--- config.mk ---
export PLATFORM = sky130hd
export DESIGN_NAME = redirect_ctrl
export DESIGN_NICKNAME = d
export VERILOG_FILES = /design/src/rtl/redirect_ctrl.sv
export SDC_FILE = /design/constraint.sdc
export NUM_CORES = 1
export LEC_CHECK = 0
export BUFFER_PORTS_ARGS = -buffer_cell sky130_fd_sc_hd__buf_2
export CORE_AREA = 4 4 65 67
export CTS_CLUSTER_SIZE = 12
export DETAILED_ROUTE_END_ITERATION = 6
export DIE_AREA = 0 0 69 71
export GPL_TIMING_DRIVEN = 0
export PLACE_DENSITY = 0.61
export SYNTH_ARGS = -nofsm -noshare
export SYNTH_HDL_FRONTEND = slang
export SYNTH_SLANG_ARGS = --single-unit
--- constraint.sdc ---
create_clock -name clk -period 1.3 [get_ports clk]
set_input_delay 0.26 -clock clk [delete_from_list [all_inputs] [get_ports clk]]
set_output_delay 0.26 -clock clk [all_outputs]
set_load 0.1 [all_outputs]
--- src/rtl/redirect_ctrl.sv ---
// redirect_ctrl: sequences PC-source select, IF/ID write enables and IF/ID flushes
// for taken branches, jumps, load-use and memory stalls. Perf counters: REDIRECT_PERF_EN.
module redirect_ctrl #(
  parameter int FLUSH_CYCLES = 1,
  parameter int CNT_W        = 32
) (
  input  logic             clk,
  input  logic             reset_n,
  input  logic             branch,
  input  logic [1:0]       jump,
  input  logic             load_use,
  input  logic             mem_stall,
  output logic [1:0]       pc_sel,
  output logic             pc_write,
  output logic             if_id_write,
  output logic             IF_Flush,
  output logic             ID_Flush,
  output logic [CNT_W-1:0] redirect_cnt,
  output logic [CNT_W-1:0] stall_cnt
);

  typedef enum logic [1:0] {ST_RUN, ST_FLUSH, ST_PEND} state_t;

  localparam logic [1:0] FLUSH_LOAD = 2'(FLUSH_CYCLES - 1);

  state_t     state_q, state_d;
  logic [1:0] pc_sel_q, pc_sel_d;
  logic [1:0] pend_sel_q, pend_sel_d;
  logic [1:0] fcnt_q, fcnt_d;
  logic       flush_q, flush_d;
  logic       redir;
  logic [1:0] tgt;
  logic       fe_enable;

  // Branch outranks any jump; jump=11 is not a redirect.
  always_comb begin
    redir = branch | (jump == 2'b01) | (jump == 2'b10);
    tgt   = (!branch && (jump == 2'b10)) ? 2'b10 : 2'b01;
  end

  always_comb begin
    state_d    = state_q;
    pc_sel_d   = 2'b00;
    flush_d    = flush_q;
    fcnt_d     = fcnt_q;
    pend_sel_d = pend_sel_q;
    case (state_q)
      ST_RUN: begin
        flush_d = 1'b0;
        if (redir && !mem_stall) begin
          pc_sel_d = tgt;
          flush_d  = 1'b1;
          fcnt_d   = FLUSH_LOAD;
          state_d  = ST_FLUSH;
        end else if (redir) begin
          pend_sel_d = tgt;
          state_d    = ST_PEND;
        end
      end
      // Redirect inputs here come from instructions being squashed.
      ST_FLUSH: begin
        if (!mem_stall) begin
          if (fcnt_q == 2'd0) begin
            flush_d = 1'b0;
            state_d = ST_RUN;
          end else begin
            fcnt_d = fcnt_q - 2'd1;
          end
        end
      end
      ST_PEND: begin
        if (!mem_stall) begin
          pc_sel_d = pend_sel_q;
          flush_d  = 1'b1;
          fcnt_d   = FLUSH_LOAD;
          state_d  = ST_FLUSH;
        end
      end
      default: state_d = ST_RUN;
    endcase
  end

  always_ff @(posedge clk or negedge reset_n) begin
    if (!reset_n) begin
      state_q    <= ST_RUN;
      pc_sel_q   <= 2'b00;
      pend_sel_q <= 2'b00;
      fcnt_q     <= 2'd0;
      flush_q    <= 1'b0;
    end else begin
      state_q    <= state_d;
      pc_sel_q   <= pc_sel_d;
      pend_sel_q <= pend_sel_d;
      fcnt_q     <= fcnt_d;
      flush_q    <= flush_d;
    end
  end

  // The load-use instruction is being squashed while ID_Flush is high.
  assign fe_enable   = ~mem_stall & ~(load_use & ~flush_q);
  assign pc_write    = fe_enable;
  assign if_id_write = fe_enable;
  assign pc_sel      = pc_sel_q;
  assign IF_Flush    = flush_q;
  assign ID_Flush    = flush_q;

`ifdef REDIRECT_PERF_EN
  logic [CNT_W-1:0] redirect_cnt_q, redirect_cnt_d;
  logic [CNT_W-1:0] stall_cnt_q, stall_cnt_d;

  always_comb begin
    redirect_cnt_d = redirect_cnt_q;
    stall_cnt_d    = stall_cnt_q;
    if ((state_d == ST_FLUSH) && (state_q != ST_FLUSH) && !(&redirect_cnt_q))
      redirect_cnt_d = redirect_cnt_q + CNT_W'(1);
    if (!fe_enable && !(&stall_cnt_q))
      stall_cnt_d = stall_cnt_q + CNT_W'(1);
  end

  always_ff @(posedge clk or negedge reset_n) begin
    if (!reset_n) begin
      redirect_cnt_q <= '0;
      stall_cnt_q    <= '0;
    end else begin
      redirect_cnt_q <= redirect_cnt_d;
      stall_cnt_q    <= stall_cnt_d;
    end
  end

  assign redirect_cnt = redirect_cnt_q;
  assign stall_cnt    = stall_cnt_q;
`else
  assign redirect_cnt = '0;
  assign stall_cnt    = '0;
`endif

endmodule

; ---- Yosys cells after proc, flatten, opt, wreduce, memory -nomap -nowiden
; Cells that the tools add are included.
[totals]
reg_bits = 9
latch_bits = 0
ramBits = 0
romBits = 0
output_inout_bits = 70
word_cells = 55
n_memories = 0
[classes]
add_sub_neg = 1
multipliers = 0
div_mod_pow = 0
order_cmp = 0
n_eq_ne = 10
shift = 0
n_mux = 20
bitwise_logic = 8
reduce_logical = 11
[op_table]
columns = operator, count
row1 = $mux 2, 12
row2 = $pmux 2 s3, 2
row3 = $ne 2x2->1 const B, 5
row4 = $reduce_and 4->1, 2
row5 = $reduce_and 5->1, 1
row6 = $eq 2x1->1 const B, 2
row7 = $eq 2x2->1 const B, 2
row8 = $logic_not 2->1, 2
row9 = $mux 1, 4
row10 = $not 1->1, 4
row11 = $pmux 2 s2, 1
row12 = $ne 3x3->1 const B, 1
row13 = $pmux 1 s3, 1
row14 = $reduce_and 3->1, 1
row15 = $reduce_bool 3->1, 1
row16 = $and 1x1->1, 2
row17 = $logic_and 1x1->1, 2
row18 = $logic_not 1->1, 2
row19 = $or 1x1->1, 2
row20 = $sub 2x1->2 const B, 1

; ---- Depth between registers and ports, before layout
[depth]
ltp_word = 6
mapped_depth = 7
mapped_depth_nobuf = 6

; ---- Worst setup path before layout
; OpenSTA, ideal clock, no wires.
[synth_timing]
path_type = flip-flop to output port
from = register flush_q (netlist: ID_Flush)
to = output port pc_write
t_arrival_ns = 3.115
required_ns = 1.040
path_slack_ns = -2.075
path_stages_with_launch = 4
n_path_buf = 1
path_cell_list = dfrtp_1 > inv_1 > a21oi_1 > buf_4
[synth_between]
elab_chain_len = 4
[synth_rtl]
columns = element, line_no
row1 = from (decl), 30  ; logic flush_q, flush_d;
row2 = from (signal assigned), 95  ; flush_q <= flush_d;
row3 = $not 1->1, 100  ; assign fe_enable = ~mem_stall & ~(load_use & ~flush_q);
row4 = $and 1x1->1, 100
row5 = $not 1->1, 100
row6 = $and 1x1->1, 100
row7 = to (decl), 14  ; output logic pc_write,
; No other way between the ends.

; ---- Final worst setup path
; Ends and elaborated chain as after synthesis.

==> results.sh <==
export IMPL_fp_dieArea_mm2=0.00490
export IMPL_ys_types=23
export IMPL_synth_cells=132
export IMPL_reg2reg_slack_ns=-0.09
export IMPL_maxCapViolCount=0
export IMPL_clk_pin_slew_ns=0.05
export IMPL_netSwitchingFraction=0.568
export IMPL_vias_per_cell=3.23
export IMPL_dr_pass1_iters=4
export IMPL_critPathKind="reg -> out"
export IMPL_cts_root_buf="clkbuf_8"
export IMPL_grt_pass1_wl_um=3620
export IMPL_r2r_start="state_q[1]$_DFFE_PN0P_"
export IMPL_arrival_ns=1.14
export IMPL_hp_class="in -> reg"
export IMPL_hpwl_um=1680
export IMPL_setup_tns_final_ns=-0.329
export IMPL_syn_to_final_growth_pct=59.2
export IMPL_drive_gt1_frac=0.502
export IMPL_switchingPower_uw=2050
export IMPL_path_common_cell="buf_12"
export IMPL_seq_power_share=0.137
export IMPL_antenna_cells=0
export IMPL_crit_slowest_cell="dfrtp_4"
export IMPL_report_final_hold_viol_count=0
export IMPL_preCtsSetupSlack_ns=-0.169
export IMPL_clockBufferDepth=2
export IMPL_final_area_mm2=0.00176
export IMPL_drcViolationCount=0
export IMPL_hold_depth=2
export IMPL_grt_setup_unrepaired="yes"
export IMPL_ff2ff_path_depth=6
export IMPL_grt_remaining_overflow=0
export IMPL_cp_buffers_inverters=3
export IMPL_period_share=1.08
export IMPL_cts_made_buffers=3
export IMPL_cts_sinks=9
export IMPL_fp_dieW_um=69
export IMPL_start_util=0.304
export IMPL_finalCoreUtilization=0.483
export IMPL_ios=77
export IMPL_fp_dieH_um=71
export IMPL_core_mm2=0.00363
export IMPL_yosys_warnings=0
export IMPL_power_frac_comb=0.770
export IMPL_tritoncts="yes"
export IMPL_pwr_density_cell_mw_per_mm2=2050
export IMPL_routed_wl_um=2190
export IMPL_hold_path_end="pend_sel_q[1]$_DFFE_PN0P_"
export IMPL_antenna_found_initial=0
export IMPL_ir_drop_uv=665
export IMPL_drtIter0Drc=20
export IMPL_r2r_end="state_q[1]$_DFFE_PN0P_"
export IMPL_skew_ns=0.000524
export IMPL_end_kind="output pin"
export IMPL_power_internal_uw=1560
export IMPL_min_from="branch"
export IMPL_finalMaxSlewViolations=0
export IMPL_period_needed_ns=1.40
export IMPL_setup_ws_ns=-0.104
export IMPL_ys_seq_elements=9
export IMPL_grt_usage=0.0904
export IMPL_report_final_setup_viol=8
export IMPL_gp_congestion=0.718
export IMPL_ant_nets=0
export IMPL_start_kind="register"
export IMPL_status="finished with violations"
export IMPL_syn_area_per_cell_um2=8.36
export IMPL_cp_startpoint="ID_Flush$_DFFE_PN0P_"
export IMPL_rows=22
export IMPL_nets=231
export IMPL_worstPathMaxFanout=3
export IMPL_p_clk_frac=0.093
export IMPL_violations="setup timing"
export IMPL_critPathTopFamily="flip-flops"
export IMPL_grt_max_degree=11
export IMPL_power_leakage_uw=0.00102
export IMPL_ys_seq_area_frac=0.204
export IMPL_io_buffers=12
export IMPL_vias=863
export IMPL_syn_area_mm2=0.00110
export IMPL_dpl_cell_area_mm2=0.00154
export IMPL_routedWlPerCell_um=8.20
export IMPL_crit_chain="inv_4, a21oi_4, buf_12, buf_12"
export IMPL_clock_latency_ns=0.24
export IMPL_cpPeakStageDelay_ns=0.42
export IMPL_required_ns=1.04
export IMPL_htreeDepth=1
export IMPL_grt_pass1_vias=832
export IMPL_n_fill_cell=362
export IMPL_fmax_ghz=0.712
## worst reg2reg max path: stages, from the launching register on
cell,delay (ns)
dfrtp_1,0.39
buf_6,0.12
ha_4,0.18
nor2_4,0.13
a2bb2oi_4,0.17
a21oi_1,0.08
a41o_1,0.20
## per-stage QoR
stage | hold slack (ns) | cells | power (uW)
final | 0.295 | 267 | 3610
after global routing | 0.309 | 267 | 3830
after CTS | 0.287 | 266 | 3440
after detailed placement | 0.132 | 255 | 2800
after global placement | 0.132 | 255 | 2780
after floorplan | -0.0356 | 195 | 2600
## worst max-delay path by stage
stage	to	depth (start not counted)
after global routing	pc_write	4
final	pc_write	4
after floorplan	pc_write	3
after global placement	pc_write	5
after CTS	pc_write	4
after detailed placement	pc_write	5
## metal layers
metal	up-vias	GRT usage	part of all wire
li1	466	-	-
met1	345	0.102	0.40
met2	45	0.142	0.46
met3	7	0.0369	0.11
met4	0	0.0564	0.025
met5	-	0	0
## power by group through the flow
stage               Clock (uW)  Sequential (uW)  Combinational [uW]
finish                     337              493                2780
CTS                        350              487                2600
detailed placement           0              482                2310
global placement             0              477                2300
global route               367              516                2950
floorplan                    0              671                1930
## synth_stat cells, drive strengths merged
master,number,share of area
a2bb2oi,1,0.0079
nand2,5,0.017
buf,69,0.47
nor4bb,1,0.0091
nor2,3,0.010
mux2i,4,0.036
dfrtp,9,0.20
nand2b,2,0.011
a41o,1,0.0091
and2b,1,0.0068
nand3b,1,0.010
inv,9,0.031
conb,1,0.0034
ha,4,0.045
o21ai,4,0.018
o2bb2a,1,0.0091
a31oi,1,0.0057
a21oi,11,0.050
nand3,1,0.0045
xnor2,1,0.0079
a22oi,1,0.0068
o311ai,1,0.024
## flip-flops by register name (all words and copies together), names as in the netlist
register,cells
ID_Flush,1
pend_sel_q,2
state_q,2
pc_sel,2
fcnt_q,2
## cell families (layout without fill, tap and decap cells)
logic type,count (synthesis),after routing,synth area share
DFF,9,9,0.204
buffers and inverters,78,102,0.503
adders and majority gates,4,4,0.0454
other,1,64,0.00340
muxes,4,4,0.0363
xor gates and xnor gates,1,1,0.00794
AOI/OAI and AO/OA,21,21,0.130
and+or+nand+nor,14,14,0.0692
## repair_timing
action,in CTS,in global routing
setup buffers,8,1
endpoints found under the setup margin,10,13
hold endpoints to repair,9,0
resized for setup,17,11
pin swaps,6,5
hold buffers,1,0
gates cloned,0,0
## cell usage in the layout (no fill, tap or decap), types with 4 or more instances in the layout
cell / netlist / routed
a21oi_1: 11 / 7
buf_2: 0 / 8
buf_4: 68 / 72
buf_6: 1 / 4
conb_1: 1 / 64
dfrtp_1: 9 / 7
inv_1: 9 / 6
mux2i_1: 4 / 4
nand2_1: 5 / 5
## layout make-up
class	count	area (um2)	share of cell area
Multi-Input combinational cell	108	679	0.387
Buffer	67	515	0.293
Sequential cell	9	230	0.131
Timing Repair Buffer	22	188	0.107
Tap cell	48	60.1	0.0342
Clock buffer	4	45.0	0.0256
Inverter	9	38.8	0.0221
Note: power is estimated with default switching activity, not from simulation.
